**config.mk**
```make
export PLATFORM = sky130hd
export DESIGN_NAME = subtractor_serial
export DESIGN_NICKNAME = d
export VERILOG_FILES = /design/src/rtl/subtractor_serial.sv
export SDC_FILE = /design/constraint.sdc
export NUM_CORES = 1
export LEC_CHECK = 0
export ABC_AREA = 0
export CAP_MARGIN = 20
export CORE_MARGIN = 2
export CORE_UTILIZATION = 55
export CTS_BUF_LIST = sky130_fd_sc_hd__clkbuf_4
export DETAILED_ROUTE_END_ITERATION = 8
export PLACE_DENSITY = 0.94
export SLEW_MARGIN = 20
export SYNTH_ARGS = -nofsm -noshare
export SYNTH_HDL_FRONTEND = slang
export SYNTH_SLANG_ARGS = --single-unit
```
**constraint.sdc**
```tcl
create_clock -name clk -period 2.4 [get_ports clk]
set_input_delay 0.48 -clock clk [delete_from_list [all_inputs] [get_ports clk]]
set_output_delay 0.48 -clock clk [all_outputs]
set_load 0.005 [all_outputs]
```
**src/rtl/subtractor_serial.sv**
```systemverilog
// Bit-serial subtractor: computes Diff = Sum - B (B zero-extended), one bit per clock, LSB first.
// Neg flags a final borrow; Fit flags a non-negative result that fits in 4 bits.
module subtractor_serial #(
  parameter int SUM_W = 8
) (
  input  logic             clk,
  input  logic             rst,
  input  logic             start,
  input  logic [SUM_W-1:0] Sum,
  input  logic [3:0]       B,
  output logic [SUM_W-1:0] Diff,
  output logic             Neg,
  output logic             Fit,
  output logic             busy,
  output logic             done
);

  // state | meaning
  // IDLE  | waiting for start, outputs hold last result
  // SHIFT | one result bit per cycle, SUM_W cycles
  // DONE  | single cycle, done pulse with fresh Diff/Neg/Fit
  typedef enum logic [1:0] {IDLE, SHIFT, DONE} state_t;

  localparam int CNT_W = $clog2(SUM_W + 1);

  state_t state, state_nxt;

  logic [SUM_W-1:0] s_sr, b_sr, d_sr;
  logic             br;
  logic [CNT_W-1:0] cnt;
  logic             d_bit, br_nxt, last;
  logic [SUM_W-1:0] d_final;

  always_comb begin
    d_bit   = s_sr[0] ^ b_sr[0] ^ br;
    br_nxt  = (~s_sr[0] & b_sr[0]) | (~(s_sr[0] ^ b_sr[0]) & br);
    last    = (cnt == CNT_W'(SUM_W - 1));
    d_final = {d_bit, d_sr[SUM_W-1:1]};
  end

  always_ff @(posedge clk or posedge rst) begin
    if (rst) state <= IDLE;
    else     state <= state_nxt;
  end

  always_comb begin
    state_nxt = state;
    case (state)
      IDLE:    if (start) state_nxt = SHIFT;
      SHIFT:   if (last)  state_nxt = DONE;
      DONE:    state_nxt = IDLE;
      default: state_nxt = IDLE;
    endcase
  end

  assign busy = (state != IDLE);

  always_ff @(posedge clk or posedge rst) begin
    if (rst) begin
      s_sr <= '0;
      b_sr <= '0;
      d_sr <= '0;
      br   <= 1'b0;
      cnt  <= '0;
      Diff <= '0;
      Neg  <= 1'b0;
      Fit  <= 1'b0;
      done <= 1'b0;
    end else begin
      done <= 1'b0;
      case (state)
        IDLE: begin
          if (start) begin
            s_sr <= Sum;
            b_sr <= SUM_W'(B);
            d_sr <= '0;
            br   <= 1'b0;
            cnt  <= '0;
          end
        end
        SHIFT: begin
          s_sr <= s_sr >> 1;
          b_sr <= b_sr >> 1;
          d_sr <= d_final;
          br   <= br_nxt;
          cnt  <= cnt + CNT_W'(1);
          // Results are committed only on the final bit so Diff never shows partial values.
          if (last) begin
            Diff <= d_final;
            Neg  <= br_nxt;
            Fit  <= ~br_nxt & (d_final <= SUM_W'(15));
            done <= 1'b1;
          end
        end
        default: ;
      endcase
    end
  end

endmodule
```
* After elaboration in Yosys (flattened, before gate mapping) *
Cells that the tools add are included.

word-level totals
  register bits after elaboration = 42
  input port bits = 15
  output and inout bits = 12
  word-level logic and storage cells = 46

cells by class
  $add $sub $neg = 1
  magnitude comparators = 1
  equality and inequality tests = 4
  mux-type cells = 15
  bitwise gates (word level) = 9
  reduce and logical (&&, ||, !) cells = 6

operator list
  kind                   count
  $pmux W8 S2            3
  $mux W8                3
  $le A8 B4 Y1 const B   1
  $pmux W4 S2            1
  $reduce_and A2 Y1      3
  $add A4 B1 Y4 const B  1
  $eq A4 B3 Y1 const B   1
  $mux W2                2
  $mux W4                1
  $ne A2 B2 Y1 const B   2
  $pmux W2 S2            1
  $reduce_bool A2 Y1     2
  $and A1 B1 Y1          3
  $mux W1                3
  $not A1 Y1             3
  $eq A2 B1 Y1 const B   1
  $logic_not A2 Y1       1
  $pmux W1 S2            1
  $xor A1 B1 Y1          2
  $or A1 B1 Y1           1

* Logic depth before layout (Yosys ltp) *
  word-level depth = 6
  depth in mapped cells = 5

* Worst setup path before layout *
Ideal clock, no wire load.

  path kind = reg2reg
  from = register cnt[0]
  to = register Diff[0]
  data arrival time = 1.316 ns
  data required time = 2.275 ns
  setup slack = 0.959 ns
  stages on the path, launching flop included = 6
  path through = dfrtp_1 > ha_1 > nand2_2 > nor3_4 > buf_12 > mux2_4

on the way
  longest elaborated chain between the ends = 2

RTL lines
  item                                line  text
  from (decl)                         30    logic [CNT_W-1:0] cnt;
  from (signal assigned)              86    cnt <= cnt + CNT_W'(1);
  $eq A4 B3 Y1                        37    last = (cnt == CNT_W'(SUM_W - 1));
  $reduce_and A2 Y1 (no source line)  n/a
  to (signal assigned)                89    Diff <= d_final;
  to (decl)                           11    output logic [SUM_W-1:0] Diff,

No other way between the ends.
A chain may end at the register's enable or synchronous reset.

* Final worst setup path *
  from = register state[1]
  to = output busy

on the way
  longest elaborated chain between the ends = 1

RTL lines
  item                    line  text
  from (decl)             26    state_t state, state_nxt;
  from (signal assigned)  43    else state <= state_nxt;
  $reduce_bool A2 Y1      56    assign busy = (state != IDLE);
  to (decl)               14    output logic busy,

No other way between the ends.

==> summary.txt <==
leading area contributor after synthesis - dfrtp_1
Initial Utilization - 58.1%
DR vias - 1166
Setup Buffers After CTS - 0
GR Util met3 - 6.03%
diode count - 0
Total Power - 0.00217 W
fill cell count - 193
synth top area cells - dfrtp_1 57%, mux2_4 6.5%, a22o_1 4.3%
Slowest cell on crit path - dfrtp_1
Worst EP arrival - 1640 ps
Setup Total Neg Slack - 0 ps
min-delay src - b_sr[2]$_DFFE_PP0P_
design area - 1970 um^2
Bufs and invs on worst path - 1
Slew Limit Headroom - 69.9%
worst path required time - 1920 ps
nets - 183
RSZ-0062 raised after global routing - no
Avg Inst Size Synth - 12.2 um^2
root buf cell - clkbuf_4
total CTS buffers - 5
status - finished clean
# H-tree levels - 2
Yosys top cell area share - 57.3%
Post-CTS Resized - 0
Max Clock Skew - 4.01 ps
DIE AREA - 3390 um^2
min cycle time layout - 2120 ps
final setup violation count - 0
RR Endpoint - Diff[0]$_DFFE_PP0P_
Cell Count, Final, Fillers Out - 197
core outline area - 2780 um^2
FP Rows - 19
Syn. warnings - 0
max_cap viols - 0
DR iter-0 viols - 38
PortBufs - 26
Slew Limit Fails - 0
Routed Antenna Nets - 0
#FFs+latches synth - 37
share of cells above drive strength 1 - 17.5%
fin crit share - 88.5%
clock sinks - 37
Worst Tran Pin Value - 451 ps
Area after DPL - 1920 um^2
max incr delay on CP - 490 ps
Leak - 0.905 nW
Top Usage Layer GRT - met2
placed insts - 190
nature of the critical path endpoint - output pin
Clock Path Buffers - 2
worst skew pair latency - 340 ps
kind of critical path - flop to output pin
origin of the worst setup path - state[1]$_DFFE_PP0P_
grt total ovfl - 0
dpl hpwl - 2270 um
Power Dens Cells - 1100 nW/um^2
Cell Chain, Critical Path - or2_2 -> clkdlybuf4s50_1
Max VDD drop - 820 uV
post-DR wirelength/cell - 16.1 um
Die X - 58.2 um
Hold Crit Class - flop to flop
vias in the first global route - 1188
hold path depth - 2
Net Count, Synth - 150
initial antenna violation count - 0
Routed WL - 3170 um
largest net degree at the start of global routing - 38
Post-Place Setup Slack - 619 ps
Total GRT Usage - 21.4%
Layout area overhead - 21.6%
CTS tree - built
type of origin of the critical path - flop
Pre-antenna DRT Iters - 4
Worst-path clk slew - 100 ps
vias per cell - 5.92
FF-to-FF Start - cnt[0]$_DFFE_PP0P_
post-synthesis sequential area ratio - 57.3%
Worst path top cell family by delay - flip-flops
CTS Hold Buffers Added - 0
first-pass GRT wire length - 5390 um
gp weighted congestion - 0.774
boundary pin count - 27
largest fanout on the critical path - 10
DRC viols - 0
final worst slack - 277 ps
count of different cell masters after synthesis - 34
met1 Usage GRT - 24.6%
mapped cell area - 1620 um^2
die height - 58.2 um
Worst Hold End - b_sr[2]$_DFFE_PP0P_
Synth Instances - 133
FF-to-FF path depth - 5
met2 usage - 38.5%
Peak Freq - 471 MHz
Final Hold Vio Count - 0
worst reg2reg setup slack - 630 ps
==> worst max path at each step <==
| stage | slack (ps) | depth (start not counted) | end |
|---|---|---|---|
| after floorplan | 960 | 5 | Diff[0]$_DFFE_PP0P_ |
| after global placement | 670 | 2 | busy |
| after detailed placement | 620 | 4 | b_sr[1]$_DFFE_PP0P_ |
| after CTS | 270 | 2 | busy |
| after global routing | 210 | 2 | busy |
| final | 280 | 2 | busy |
==> through the flow <==
step	hold slack, ps	utilization (%)
after global routing	537	70.7
after CTS	504	70.7
after global placement	468	68.9
final	504	70.7
after detailed placement	481	68.9
after floorplan	450	-
==> state kept, by name, indices dropped and copies added (netlist names) <==
signal  count
Diff        8
s_sr        8
d_sr        7
b_sr        4
cnt         4
state       2
Fit         1
Neg         1
br          1
done        1
==> layout by cell type (no fill, tap or decap), types with 2 or more instances in the layout <==
master / n
a21oi_1: 5
a22o_1: 8
a22oi_1: 6
and3b_1: 4
buf_4: 7
clkbuf_4: 6
clkdlybuf4s50_1: 26
dfrtp_1: 37
inv_1: 6
mux2_2: 2
mux2_4: 7
mux2i_1: 2
nand2_1: 17
nor2_1: 2
o21ai_0: 7
o21ai_1: 6
==> cells in the mapped netlist <==
master,number
fa_1,1
a22o_1,8
buf_4,1
mux2i_1,2
nand3_1,1
ha_1,1
a2bb2oi_1,1
mux2_4,7
nor2b_1,1
a41oi_1,1
and3b_1,4
inv_1,6
nand2_2,1
o21bai_2,1
nor2_1,2
or2_2,1
buf_2,4
nor4_1,1
nand2b_4,1
o22ai_1,1
nor3_4,1
o21ai_1,6
a31oi_1,1
a22oi_1,6
nand2_1,17
o21ai_0,7
nor2b_2,1
buf_12,1
mux2_2,2
a21oi_1,5
dfrtp_1,37
a22o_2,1
clkbuf_1,1
nor3_1,1
==> metal layers <==
layer,routed length (um),vias to the layer above
li1,-,541
met1,1310,573
met2,1640,47
met3,187,5
met4,33,0
met5,0,-
==> logic make-up after synthesis <==
| logic type | Yosys count | synth area share [%] |
|---|---|---|
| AO/OA/AOI/OAI | 38 | 15.9 |
| adder cells (fa/ha/maj) | 2 | 2.01 |
| buffers and inverters | 13 | 4.57 |
| flip-flops | 37 | 57.3 |
| multiplexers | 11 | 9.13 |
| AND/OR/NAND/NOR | 32 | 11.1 |
==> cell type report <==
| cell class | instances | area (um^2) | share of cell area (%) |
|---|---|---|---|
| sequential | 37 | 926 | 47.1 |
| multi-input combinational | 83 | 617 | 31.4 |
| timing repair buffer | 33 | 313 | 15.9 |
| clock buffer | 6 | 45.0 | 2.29 |
| tap | 31 | 38.8 | 1.97 |
| inverter | 6 | 22.5 | 1.15 |
| clock inverter | 1 | 3.75 | 0.191 |
==> power by group <==
group          internal, W  switching, W  total, W
combinational     0.000480      0.000336  0.000816
sequential        0.000848      0.000192   0.00104
clock             0.000118      0.000193  0.000311
total              0.00145      0.000721   0.00217
==> tightest hold or removal path, cell delays in order (launching register included) <==
cell and delay (ps):
dfrtp_1 360, nand2_1 50, o21ai_1 60
Power figures use the tool's default switching activity.
